--- config.mk ---
export PLATFORM = sky130hd
export DESIGN_NAME = inst_fetch_buffer_flat
export DESIGN_NICKNAME = d
export VERILOG_FILES = /design/src/rtl/inst_fetch_buffer_pkg.sv /design/src/rtl/inst_fetch_buffer_if.sv /design/src/rtl/inst_fetch_buffer_ptr_ctrl.sv /design/src/rtl/inst_fetch_buffer.sv /design/src/flat_wrapper.sv
export SDC_FILE = /design/constraint.sdc
export NUM_CORES = 1
export LEC_CHECK = 0
export ABC_AREA = 1
export CAP_MARGIN = 10
export CORE_UTILIZATION = 35
export DETAILED_ROUTE_END_ITERATION = 6
export GPL_TIMING_DRIVEN = 1
export HOLD_SLACK_MARGIN = 0.15
export PLACE_DENSITY = 0.59
export SYNTH_ARGS = -nofsm -noshare
export SYNTH_HDL_FRONTEND = slang
export SYNTH_SLANG_ARGS = --single-unit
--- constraint.sdc ---
create_clock -name clk -period 10.7 [get_ports clk]
set_input_delay 1.605 -clock clk [delete_from_list [all_inputs] [get_ports clk]]
set_output_delay 1.605 -clock clk [all_outputs]
set_load 0.005 [all_outputs]
--- src/rtl/inst_fetch_buffer_pkg.sv ---
// rtl/inst_fetch_buffer_pkg.sv - shared widths, entry type and accept encodings for the fetch buffer
package inst_fetch_buffer_pkg;

  localparam int ADDR_W = 32;
  localparam int INST_W = 32;
  localparam int BATCH  = 2;

  typedef struct packed {
    logic [ADDR_W-1:0] addr;
    logic [INST_W-1:0] inst;
  } fetch_entry_t;

  // Decode may only take an in-order prefix of the two presented slots.
  typedef enum logic [1:0] {
    ACC_NONE  = 2'b00,
    ACC_SLOT0 = 2'b01,
    ACC_BOTH  = 2'b11
  } dec_accept_e;

  function automatic logic is_legal_accept(input logic [BATCH-1:0] acc);
    return (acc == ACC_NONE) || (acc == ACC_SLOT0) || (acc == ACC_BOTH);
  endfunction

  function automatic logic [1:0] popcount2(input logic [BATCH-1:0] v);
    return {1'b0, v[0]} + {1'b0, v[1]};
  endfunction

endpackage

--- src/rtl/inst_fetch_buffer_if.sv ---
// rtl/inst_fetch_buffer_if.sv - fetch-side and decode-side batch interfaces
interface fetch_batch_if;
  import inst_fetch_buffer_pkg::*;

  logic [ADDR_W-1:0] inst_addr_0;
  logic [ADDR_W-1:0] inst_addr_1;
  logic [INST_W-1:0] inst_0;
  logic [INST_W-1:0] inst_1;
  logic [BATCH-1:0]  inst_valid;
  logic              ready;

  modport master (output inst_addr_0, inst_addr_1, inst_0, inst_1, inst_valid, input ready);
  modport slave  (input inst_addr_0, inst_addr_1, inst_0, inst_1, inst_valid, output ready);
endinterface

interface dispatch_batch_if;
  import inst_fetch_buffer_pkg::*;

  logic [ADDR_W-1:0] inst_addr_0;
  logic [ADDR_W-1:0] inst_addr_1;
  logic [INST_W-1:0] inst_0;
  logic [INST_W-1:0] inst_1;
  logic [BATCH-1:0]  inst_valid;
  logic [BATCH-1:0]  accept;

  modport master (output inst_addr_0, inst_addr_1, inst_0, inst_1, inst_valid, input accept);
  modport slave  (input inst_addr_0, inst_addr_1, inst_0, inst_1, inst_valid, output accept);
endinterface

--- src/rtl/inst_fetch_buffer_ptr_ctrl.sv ---
// rtl/inst_fetch_buffer_ptr_ctrl.sv - pointer, occupancy, write-select and overflow control
module ibuf_ptr_ctrl
  import inst_fetch_buffer_pkg::*;
#(
  parameter int DEPTH = 8
) (
  input  logic                       clk,
  input  logic                       rst,
  input  logic                       flush,
  input  logic [BATCH-1:0]           in_valid,
  input  logic [BATCH-1:0]           dec_accept,
  output logic [$clog2(DEPTH)-1:0]   rd_ptr,
  output logic [$clog2(DEPTH)-1:0]   wr_ptr,
  output logic [$clog2(DEPTH):0]     count,
  output logic                       in_ready,
  output logic [BATCH-1:0]           out_valid,
  output logic                       overflow,
  output logic                       wr_en_0,
  output logic                       wr_sel_0,
  output logic                       wr_en_1
);

  localparam int PW = $clog2(DEPTH);
  localparam int CW = PW + 1;

  logic             enq_fire;
  logic             enq_bad;
  logic             acc_bad;
  logic [BATCH-1:0] deq_mask;
  logic [1:0]       enq_n;
  logic [1:0]       deq_n;

  // Handshake decode; in_ready looks only at registered count so decode never feeds fetch.
  always_comb begin
    in_ready  = (count <= CW'(DEPTH - 2));
    out_valid = {count >= CW'(2), count != '0};
    enq_fire  = in_ready && (in_valid != '0);
    enq_bad   = !in_ready && (in_valid != '0);
    acc_bad   = !is_legal_accept(dec_accept);
    deq_mask  = acc_bad ? '0 : (dec_accept & out_valid);
    enq_n     = enq_fire ? popcount2(in_valid) : 2'd0;
    deq_n     = popcount2(deq_mask);
    // A lone slot-1 entry is compacted down into the wr_ptr position.
    wr_en_0   = enq_fire;
    wr_sel_0  = (in_valid == 2'b10);
    wr_en_1   = enq_fire && (in_valid == 2'b11);
  end

  // Pointer/count update with flush dominating any same-cycle traffic.
  always_ff @(posedge clk) begin
    if (rst || flush) begin
      rd_ptr   <= '0;
      wr_ptr   <= '0;
      count    <= '0;
      overflow <= 1'b0;
    end else begin
      wr_ptr <= wr_ptr + PW'(enq_n);
      rd_ptr <= rd_ptr + PW'(deq_n);
      count  <= count + CW'(enq_n) - CW'(deq_n);
      if (enq_bad || acc_bad) overflow <= 1'b1;
    end
  end

endmodule

--- src/rtl/inst_fetch_buffer.sv ---
// rtl/inst_fetch_buffer.sv - 2-wide instruction fetch buffer top; IBUF_PERF_EN adds stall/empty counters
module inst_fetch_buffer
  import inst_fetch_buffer_pkg::*;
#(
  parameter int DEPTH = 8
) (
  input  logic                     clk,
  input  logic                     rst,
  input  logic                     flush,
  fetch_batch_if.slave             fetch,
  dispatch_batch_if.master         dispatch,
  output logic                     out_overflow,
  output logic [$clog2(DEPTH):0]   out_count
`ifdef IBUF_PERF_EN
  ,
  output logic [31:0]              perf_stall_cycles,
  output logic [31:0]              perf_empty_cycles
`endif
);

  localparam int PW = $clog2(DEPTH);

  logic [PW-1:0]    rd_ptr;
  logic [PW-1:0]    wr_ptr;
  logic [PW:0]      count;
  logic             in_ready;
  logic [BATCH-1:0] out_valid;
  logic             wr_en_0;
  logic             wr_sel_0;
  logic             wr_en_1;
  fetch_entry_t     slot_0;
  fetch_entry_t     slot_1;
  fetch_entry_t     head_0;
  fetch_entry_t     head_1;
  fetch_entry_t     mem [DEPTH];

  ibuf_ptr_ctrl #(.DEPTH(DEPTH)) u_ptr_ctrl (
    .clk        (clk),
    .rst        (rst),
    .flush      (flush),
    .in_valid   (fetch.inst_valid),
    .dec_accept (dispatch.accept),
    .rd_ptr     (rd_ptr),
    .wr_ptr     (wr_ptr),
    .count      (count),
    .in_ready   (in_ready),
    .out_valid  (out_valid),
    .overflow   (out_overflow),
    .wr_en_0    (wr_en_0),
    .wr_sel_0   (wr_sel_0),
    .wr_en_1    (wr_en_1)
  );

  // Pack incoming slots into entries.
  always_comb begin
    slot_0.addr = fetch.inst_addr_0;
    slot_0.inst = fetch.inst_0;
    slot_1.addr = fetch.inst_addr_1;
    slot_1.inst = fetch.inst_1;
  end

  // Entry storage; contents need no reset because occupancy gates every read.
  always_ff @(posedge clk) begin
    if (!rst && !flush) begin
      if (wr_en_0) mem[wr_ptr] <= wr_sel_0 ? slot_1 : slot_0;
      if (wr_en_1) mem[wr_ptr + PW'(1)] <= slot_1;
    end
  end

  // Head muxing; slots beyond the current occupancy read as zero.
  always_comb begin
    head_0               = out_valid[0] ? mem[rd_ptr] : '0;
    head_1               = out_valid[1] ? mem[rd_ptr + PW'(1)] : '0;
    dispatch.inst_addr_0 = head_0.addr;
    dispatch.inst_0      = head_0.inst;
    dispatch.inst_addr_1 = head_1.addr;
    dispatch.inst_1      = head_1.inst;
    dispatch.inst_valid  = out_valid;
    fetch.ready          = in_ready;
    out_count            = count;
  end

`ifdef IBUF_PERF_EN
  // Performance counters survive flush so they measure whole-run behaviour.
  always_ff @(posedge clk) begin
    if (rst) begin
      perf_stall_cycles <= '0;
      perf_empty_cycles <= '0;
    end else begin
      if (!in_ready && (fetch.inst_valid != '0) && (perf_stall_cycles != '1))
        perf_stall_cycles <= perf_stall_cycles + 32'd1;
      if (count == '0)
        perf_empty_cycles <= perf_empty_cycles + 32'd1;
    end
  end
`endif

endmodule

--- src/flat_wrapper.sv ---
// flat-port wrapper written by rule: the top's interface ports become plain ports
module inst_fetch_buffer_flat import inst_fetch_buffer_pkg::*;
#(
  parameter int DEPTH = 8
)
  (clk, rst, flush, out_overflow, out_count, fetch_inst_addr_0, fetch_inst_addr_1, fetch_inst_0, fetch_inst_1, fetch_inst_valid, fetch_ready, dispatch_inst_addr_0, dispatch_inst_addr_1, dispatch_inst_0, dispatch_inst_1, dispatch_inst_valid, dispatch_accept);
  fetch_batch_if fetch_i ();
  dispatch_batch_if dispatch_i ();
  input  logic clk;
  input  logic rst;
  input  logic flush;
  output logic out_overflow;
  output logic [$clog2(DEPTH):0] out_count;
  input wire logic [$bits(fetch_i.inst_addr_0)-1:0] fetch_inst_addr_0;
  input wire logic [$bits(fetch_i.inst_addr_1)-1:0] fetch_inst_addr_1;
  input wire logic [$bits(fetch_i.inst_0)-1:0] fetch_inst_0;
  input wire logic [$bits(fetch_i.inst_1)-1:0] fetch_inst_1;
  input wire logic [$bits(fetch_i.inst_valid)-1:0] fetch_inst_valid;
  output wire logic [$bits(fetch_i.ready)-1:0] fetch_ready;
  output wire logic [$bits(dispatch_i.inst_addr_0)-1:0] dispatch_inst_addr_0;
  output wire logic [$bits(dispatch_i.inst_addr_1)-1:0] dispatch_inst_addr_1;
  output wire logic [$bits(dispatch_i.inst_0)-1:0] dispatch_inst_0;
  output wire logic [$bits(dispatch_i.inst_1)-1:0] dispatch_inst_1;
  output wire logic [$bits(dispatch_i.inst_valid)-1:0] dispatch_inst_valid;
  input wire logic [$bits(dispatch_i.accept)-1:0] dispatch_accept;
  assign fetch_i.inst_addr_0 = fetch_inst_addr_0;
  assign fetch_i.inst_addr_1 = fetch_inst_addr_1;
  assign fetch_i.inst_0 = fetch_inst_0;
  assign fetch_i.inst_1 = fetch_inst_1;
  assign fetch_i.inst_valid = fetch_inst_valid;
  assign fetch_ready = fetch_i.ready;
  assign dispatch_inst_addr_0 = dispatch_i.inst_addr_0;
  assign dispatch_inst_addr_1 = dispatch_i.inst_addr_1;
  assign dispatch_inst_0 = dispatch_i.inst_0;
  assign dispatch_inst_1 = dispatch_i.inst_1;
  assign dispatch_inst_valid = dispatch_i.inst_valid;
  assign dispatch_i.accept = dispatch_accept;
  inst_fetch_buffer #(.DEPTH(DEPTH)) u_core (.clk(clk), .rst(rst), .flush(flush), .fetch(fetch_i), .dispatch(dispatch_i), .out_overflow(out_overflow), .out_count(out_count));
endmodule
=== After elaboration in Yosys (flattened, before gate mapping) ===
Memories as Yosys holds them, arrays and structs flattened. A register that Yosys moved wholly into a read port is not among the register bits.
Cells that the tools add are included.

* Add/subtract/negate cells: 8
* Magnitude comparators: 2
* Equal/unequal tests: 4
* Muxes and demuxes: 12
* Bitwise logic cells: 1
* Reduce and logical (&&, ||, !) cells: 15

{| class="wikitable"
|+ Operators by type and width
! cell !! count
|-
| 64-bit two-way mux || 3
|-
| 3-bit by 1-bit adder with 3-bit output, second input constant || 2
|-
| 3-bit by 2-bit adder with 3-bit output || 2
|-
| 2-bit == test, second input constant || 3
|-
| 1-bit two-way mux || 6
|-
| 1-bit by 1-bit adder with 2-bit output || 2
|-
| 4-bit by 2-bit adder with 4-bit output || 1
|-
| 4-bit by 2-bit >= comparator with 1-bit output, second input constant || 1
|-
| 4-bit by 3-bit less-or-equal comparator with 1-bit output, second input constant || 1
|-
| 1-bit logical AND || 4
|-
| 1-bit zero test || 4
|-
| 1-bit logical OR || 4
|-
| 2-bit two-way mux || 2
|-
| 4-bit nonzero test || 1
|-
| 4-bit by 2-bit subtractor with 4-bit output || 1
|-
| 3-bit two-way mux || 1
|-
| 2-bit AND || 1
|-
| 2-bit by 1-bit == test with 1-bit output, second input constant || 1
|-
| 2-bit zero test || 1
|-
| 2-bit nonzero test || 1
|}

* Register bits: 11
* RAM bits: 512
* Input port bits: 135
* Output and inout port bits: 136
* Logic and storage cells: 47
* Memories kept: 1

{| class="wikitable"
|+ Memory list
! memory !! depth !! width !! rd ports !! clocked after Yosys merged registers in !! write ports !! line !! text
|-
| u_core.mem || 8 || 64 || 2 || 1 || 2 || inst_fetch_buffer.sv:35 || <nowiki>fetch_entry_t mem [DEPTH];</nowiki>
|}

=== Depth between registers and ports, before layout ===
Gate-level depths: netlist of run 1.

* Depth in word-level cells: 7
* Mapped depth: 17
* Depth with buffers taken out: 17

=== Modules after synthesis ===
A second synthesis of run 1 with hierarchy kept.

* Cell total of the unflattened synthesis: 5085
* Area total of the unflattened synthesis: 34613.2 um^2

{| class="wikitable"
|+ Modules (own cells, without submodules)
! module !! instances !! cells an instance !! area each (um^2)
|-
| inst_fetch_buffer || 1 || 4991 || 33857.5
|-
| ibuf_ptr_ctrl || 1 || 94 || 755.7
|}

=== Worst setup path before layout of run 1 ===
Ideal clock, no wire load.

* Kind: input -> register
* Start point: in fetch_inst_valid[0]
* End point: mem u_core.mem[0][0] (netlist name), enable pin
* Setup time: 424 ps
* Arrival: 4066 ps
* Required time: 10276 ps
* Setup slack: 6211 ps
* Stages: 10
* Path buffers: 3
* Cell sequence: inv_1 -> ha_1 -> inv_1 -> nand3_2 -> nor2_4 -> buf_6 -> buf_6 -> buf_6 -> nand4_1 -> nand2_1

{| class="wikitable"
|+ RTL lines
! element !! line !! text
|-
| start: declaration || flat_wrapper.sv:18 || <nowiki>input wire logic [$bits(fetch_i.inst_valid)-1:0] fetch_inst_valid;</nowiki>
|-
| end: declaration || inst_fetch_buffer.sv:35 ||
|}

=== Worst setup path after layout of run 1 ===
* Start point: reg u_core.u_ptr_ctrl.count[2]
* End point: out dispatch_inst_addr_0[19]

* Word-level cells in the longest chain between the ends: 2

{| class="wikitable"
|+ RTL lines
! element !! line !! text
|-
| start: declaration || inst_fetch_buffer_ptr_ctrl.sv:14 || <nowiki>output logic [$clog2(DEPTH):0] count,</nowiki>
|-
| start signal: assignment || inst_fetch_buffer_ptr_ctrl.sv:59 || <nowiki>count <= count + CW'(enq_n) - CW'(deq_n);</nowiki>
|-
| 4-bit nonzero test || inst_fetch_buffer_ptr_ctrl.sv:36 || <nowiki>out_valid = {count >= CW'(2), count != '0};</nowiki>
|-
| 64-bit two-way mux || inst_fetch_buffer.sv:72 || <nowiki>head_0 = out_valid[0] ? mem[rd_ptr] : '0;</nowiki>
|-
| end: declaration || flat_wrapper.sv:20 || <nowiki>output wire logic [$bits(dispatch_i.inst_addr_0)-1:0] dispatch_inst_addr_0;</nowiki>
|}

Every way passes these cells.

==> results of run 1 <==
[critical path, stage by stage (launching register included)]
cell	delay, ns
dfxtp_1	0.35
inv_1	0.07
ha_1	0.19
inv_1	0.05
nor2_1	0.05
inv_2	0.77
nor2_1	0.16
inv_2	0.77
buf_4	0.72
nand2_1	0.12
nor2_1	0.33
clkdlybuf4s50_1	0.58
[layout make-up]
cell class	instances	area share, %
Timing Repair Buffer	330	7.96
Antenna cell	1	0.00629
Sequential cell	523	39.2
Tap cell	1368	4.30
Inverter	94	0.918
Clock inverter	29	0.516
Multi-Input combinational cell	3614	43.0
Clock buffer	78	4.10
[worst max-delay path by stage]
stage	slack, ns	endpoint	start
final	4.28	dispatch_inst_addr_0[19]	u_core.u_ptr_ctrl.count[2]
after global routing	4.08	dispatch_inst_addr_0[19]	u_core.u_ptr_ctrl.count[2]
after CTS	4.28	dispatch_inst_addr_0[12]	u_core.u_ptr_ctrl.count[2]
after detailed placement	4.29	u_core.mem[3][11]	fetch_inst_valid[0]
after global placement	4.37	u_core.mem[0][22]	fetch_inst_valid[0]
after floorplan	6.21	u_core.mem[0][0]	fetch_inst_valid[0]
[cell usage in the layout, fill, tap and decap left out, drive strengths merged, types with 3 or more instances in the layout]
cell           synthesis  final
inv                   94     94
xnor2                  3      3
nor2                 792    792
mux2                  64     64
clkinv                 0     25
nand4                520    520
clkdlybuf4s50          0    270
a21oi                130    130
dfxtp                 11     11
o21ai                449    449
nand2               1362   1362
fa                     4      4
buf                  331     60
o211ai                64     64
nand3                207    207
ha                    14     14
clkbuf               182     78
edfxtp               512    512
bufinv                 0      3
[per-layer routing]
| metal | routed length [µm] | vias to the layer above | global-route usage [%] |
|---|---|---|---|
| met1 | 56100 | 16600 | 34.9 |
| met2 | 65700 | 1924 | 43.0 |
| met5 | 25 | - | 0 |
| met4 | 5040 | 4 | 9.43 |
| met3 | 12900 | 309 | 3.56 |
| li1 | - | 16100 | - |
[registers in the layout, summed over array words and instances (netlist names)]
register	count
u_core.u_ptr_ctrl.wr_ptr	3
u_core.u_ptr_ctrl.count	4
u_core.mem	512
u_core.u_ptr_ctrl.rd_ptr	3
u_core.u_ptr_ctrl.overflow	1
[stage by stage]
step                std cells  hold WS [ns]  power, mW  setup slack, ns  utilization [%]
finish                   6037         0.588       7.88             4.28             39.1
global route             6036         0.633       8.28             4.08             39.1
CTS                      6036         0.585       7.88             4.28             39.1
detailed placement       5929         0.564       5.89             4.29             37.3
global placement         5929         0.607       5.85             4.37             37.3
floorplan                4744         0.548       4.41             6.21                -
[cells by family after synthesis]
logic type | synth area share [%]
flip-flops | 43.4
AO/OA/AOI/OAI | 9.42
adder cells (fa/ha/maj) | 0.710
buffers and inverters | 9.71
XOR/XNOR | 0.0975
multiplexers | 2.01
AND/OR/NAND/NOR | 34.6
[report_power, final]
part	internal, mW	leakage [nW]	switching [mW]	total, mW
sequential	2.33	4.71	0.0576	2.39
clock	1.13	0.897	0.881	2.01
combinational	1.26	10.1	2.22	3.48
==> run_results.csv, run 1 <==
group,metric,value,unit
status,outcome,"complete, no violations",
critical_path,crit_path_max_fanout,35,
cts,clockRootBuffer,"clkbuf_16",
cts,cts_inserted_buffers,60,
global_route,grt_pass1_wl,207000,µm
detailed_routing,num_vias,34900,
timing,min_period,6.42,ns
global_route,grt_max_degree,188,
yosys,syn_area_per_cell,7.57,µm²
critical_path,cp.required,9.10,ns
global_route,overflow,0,
critical_path,r2r-start,"u_core.u_ptr_ctrl.wr_ptr[0]",
floorplanning,io_pins,271,
yosys,synthCells,4744,
timing,setup_violations,0,
cells_and_area,regArea,15600,µm²
yosys,async_flop_share,0,%
yosys,synth.cell_area,35900,µm²
timing,relSlewSlack,18.8,%
pwr,power.density,198,nW/µm²
yosys,synth.distinct_cells,31,
global_route,grt_pass1_vias,32000,
floorplanning,die-width,322,µm
cts,cts_resized,0,
detailed_routing,wl_per_cell,23.2,µm
yosys,synth_area_leaders,"edfxtp_1 (43%), nand2_1 (14%), nand4_1 (9.1%), nor2_1 (8.2%), o21ai_0 (4.4%)",
cells_and_area,drive_above_1_share,5.33,%
placed_design,post-dp-hpwl,76300,µm
worst_hold_path,hold_path.class,"reg2reg",
detailed_routing,via_per_inst,5.77,
detailed_routing,ant_nets,0,
yosys,synth_common_cells,"nand2_1 (1,361), nor2_1 (782), nand4_1 (520), edfxtp_1 (512), o21ai_0 (319)",
timing,fin_crit_sh,60.0,%
detailed_routing,finalWirelength,140000,µm
floorplanning,fp.coreArea,102000,µm²
cells_and_area,areaGrowthSynthToFinish,10.7,%
floorplanning,fp.dieH,322,µm
yosys,synth-edff-count,512,
floorplanning,start_util,35.3,%
flow_run,max_cap_violations,0,
placed_design,place_congestion,0.782,
cells_and_area,fin_nets,4776,
floorplanning,die_area,104000,µm²
cts,clk_path_buf_depth,3,
cts,hold_buffers,0,
critical_path,regToRegEndpoint,"u_core.mem[6][36]",
cts,tritoncts,"done",
yosys,yosysMostFrequentCell,"nand2_1",
timing,worstMarginPinSlew,1.22,ns
critical_path,worstPathArrival,4.82,ns
critical_path,critPathCaptureType,"output pin",
cts,h-tree-depth,2,
worst_hold_path,worstHoldStart,"u_core.u_ptr_ctrl.overflow",
pwr,leakage,15.7,nW
timing,slew_violations,0,
cts,insertion_delay,0.63,ns
yosys,yosys.area.top_type,"edfxtp_1",
timing,finalClockSkew,0.0160,ns
detailed_routing,drtIter0Drc,4023,
pwr,ir_drop,0.000166,V
timing,setup_tns,0,ns
yosys,syn-num-nets,4897,
cells_and_area,fin_area,39800,µm²
cts,clkTransAtPathRegs,0.06,ns
placed_design,post_dp_cell_area,37900,µm²
placed_design,portBuffers,270,
critical_path,rrSetupSlack,5.72,ns
critical_path,critPathLaunchType,"flop",
yosys,synth_top_area_share,42.8,%
yosys,synthFlopType,"edfxtp_1",
cts,post_cts_buffers,0,
floorplanning,row_count,117,
global_route,antenna_found_initial,5,
global_route,grt_usage,26.1,%
worst_hold_path,holdPathStages,3,
detailed_routing,drc,0,
yosys,ys_seq_area_share,43.4,%
critical_path,worstRegToRegCells,8,
detailed_routing,drt-pass1-iter-count,6,
yosys,yosysWarningCount,0,
timing,final_hold_viol_count,0,
critical_path,crit_type,"reg2out",
timing,rsz0062_at_grt,"no",
timing,fmax,0.156,GHz
yosys,synth-seq-cells,523,
cells_and_area,fillCellCount,10300,
cells_and_area,multi_input_area,17100,µm²
worst_hold_path,min_to,"u_core.u_ptr_ctrl.overflow",
cts,numClockSinks,523,
Power figures use the tool's default switching activity.
==> run 2, diff against run 1 <==
--- a/config.mk
+++ b/config.mk
@@ -11,7 +11,7 @@
 export DETAILED_ROUTE_END_ITERATION = 6
 export GPL_TIMING_DRIVEN = 1
 export HOLD_SLACK_MARGIN = 0.15
-export PLACE_DENSITY = 0.59
+export PLACE_DENSITY = 0.61
 export SYNTH_ARGS = -nofsm -noshare
 export SYNTH_HDL_FRONTEND = slang
 export SYNTH_SLANG_ARGS = --single-unit
==> constraint.sdc (replaced) <==
create_clock -name clk -period 5.5 [get_ports clk]
set_input_delay 0.825 -clock clk [delete_from_list [all_inputs] [get_ports clk]]
set_output_delay 0.825 -clock clk [all_outputs]
set_load 0.005 [all_outputs]
==> run 2 against run 1 <==
Combinational power is 98% higher. Sequential cell count is the same. Worst setup slack worse by 3.4 ns. Critical path type unchanged.
==> run_results.csv, run 2 (same netlist as run 1, synthesis figures left out) <==
group,metric,value,unit
status,outcome,"complete, no violations",
detailed_routing,via_per_inst,5.74,
critical_path,critPathLaunchType,"flop",
cells_and_area,largest_register,"u_core.mem",
placed_design,place_inst,5935,
pwr,power.density,382,nW/µm²
critical_path,critPathCaptureType,"output pin",
cts,cts_inserted_buffers,59,
detailed_routing,drc,0,
critical_path,crit_path_max_fanout,53,
floorplanning,io_pins,271,
cts,insertion_delay,0.65,ns
cts,hold_buffers,0,
timing,finalClockSkew,0.0266,ns
pwr,p_total,15.3,mW
critical_path,cp.required,4.68,ns
floorplanning,fp.coreArea,102000,µm²
cts,post_cts_buffers,0,
global_route,grt_usage,25.1,%
pwr,ir_drop,0.000465,V
cells_and_area,areaGrowthSynthToFinish,11.2,%
timing,setup_tns,0,ns
placed_design,post_dp_cell_area,38200,µm²
global_route,grt_pass1_vias,32500,
flow_run,max_cap_violations,0,
global_route,overflow,0,
cells_and_area,drive_above_1_share,5.35,%
timing,worstMarginPinSlew,1.25,ns
cts,h-tree-depth,2,
pwr,leakage,15.7,nW
detailed_routing,m1WireLength,53300,µm
detailed_routing,wl_met2,63200,µm
detailed_routing,ant_nets,0,
critical_path,worstPathArrival,3.82,ns
cells_and_area,postLayoutCoreUtil,39.3,%
cells_and_area,fin_nets,4781,
critical_path,crit_type,"reg2out",
detailed_routing,finalWirelength,134000,µm
detailed_routing,wl_met3,12400,µm
worst_hold_path,hold_path.class,"reg2reg",
floorplanning,start_util,35.3,%
detailed_routing,dr.max_layer_used,"met4",
cells_and_area,regArea,15600,µm²
timing,relSlewSlack,16.7,%
timing,setup_violations,0,
timing,fmax,0.215,GHz
timing,rsz0062_at_grt,"no",
cells_and_area,final_cell_mix,"nand2_1 (1,353), nor2_1 (775), nand4_1 (520)",
cts,clockRootBuffer,"clkbuf_16",
placed_design,place_congestion,0.785,
cells_and_area,layout_commonest_cell,"nand2_1",
cts,clk_path_buf_depth,3,
timing,min_period,4.65,ns
cells_and_area,fillCellCount,10200,
cells_and_area,fin_area,40000,µm²
floorplanning,die-width,322,µm
cts,clkTransAtPathRegs,0.06,ns
cts,cts_resized,0,
global_route,antenna_found_initial,5,
timing,slew_violations,0,
floorplanning,die_area,104000,µm²
cells_and_area,final_cells,6045,
detailed_routing,wl_per_cell,22.2,µm
cells_and_area,multi_input_area,17100,µm²
detailed_routing,drtIter0Drc,3985,
global_route,grt_pass1_wl,201000,µm
cells_and_area,reg_top3,"u_core.mem x512, u_core.u_ptr_ctrl.count x4",
timing,final_hold_viol_count,0,
floorplanning,fp.dieH,322,µm
global_route,grt_max_degree,215,
placed_design,portBuffers,270,
detailed_routing,num_vias,34700,
placed_design,post-dp-hpwl,71200,µm
cts,numClockSinks,523,
timing,fin_crit_sh,84.5,%
cells_and_area,largest_register_ffs,512,
cts,tritoncts,"done",
detailed_routing,drt-pass1-iter-count,6,
floorplanning,row_count,117,
-- run 2: report_power, final --
part           switching (mW)  total, mW  internal, mW
Clock                    1.69       3.73          2.04
Sequential              0.109       4.65          4.54
Combinational            4.38       6.89          2.52
Total                    6.18       15.3          9.09
-- run 2: worst paths after layout --
path / startpoint / to / slack, ns / cells after the start
max: u_core.u_ptr_ctrl.rd_ptr[0] / dispatch_inst_1[9] / 0.85 / 9
min: u_core.u_ptr_ctrl.overflow / u_core.u_ptr_ctrl.overflow / 0.61 / 3
max reg2reg: u_core.u_ptr_ctrl.wr_ptr[0] / u_core.mem[4][53] / 1.89 / 9
min reg2reg: u_core.u_ptr_ctrl.overflow / u_core.u_ptr_ctrl.overflow / 0.61 / 3
-- run 2: metal layers --
layer / up-vias / track usage, %
li1: 16100 / -
met1: 16500 / 32.7
met2: 1798 / 41.0
met3: 326 / 3.94
met4: 0 / 11.4
met5: - / 0
-- run 2: area by class of cell --
type | instances | share of cell area, %
Antenna cell | 4 | 0.0250
Clock buffer | 81 | 3.95
Clock inverter | 25 | 0.382
Inverter | 94 | 0.914
Multi-Input combinational cell | 3614 | 42.8
Sequential cell | 523 | 39.0
Tap cell | 1368 | 4.28
Timing Repair Buffer | 336 | 8.63
-- run 2: through the flow --
stage	hold WS [ns]	setup slack, ns
4_1_cts	0.623	0.856
3_5_place_dp	0.581	1.14
3_3_place_gp	0.595	1.18
5_1_grt	0.682	0.700
2_1_floorplan	0.548	1.79
6_report	0.615	0.851
-- run 2: critical path, stage by stage, from the launching register on --
cell,delay (ns)
dfxtp_4,0.79
ha_4,0.32
inv_6,0.34
buf_12,0.37
buf_4,0.31
a21oi_1,0.07
o21ai_0,0.13
a21oi_1,0.10
nor2_1,0.17
clkdlybuf4s50_1,0.53
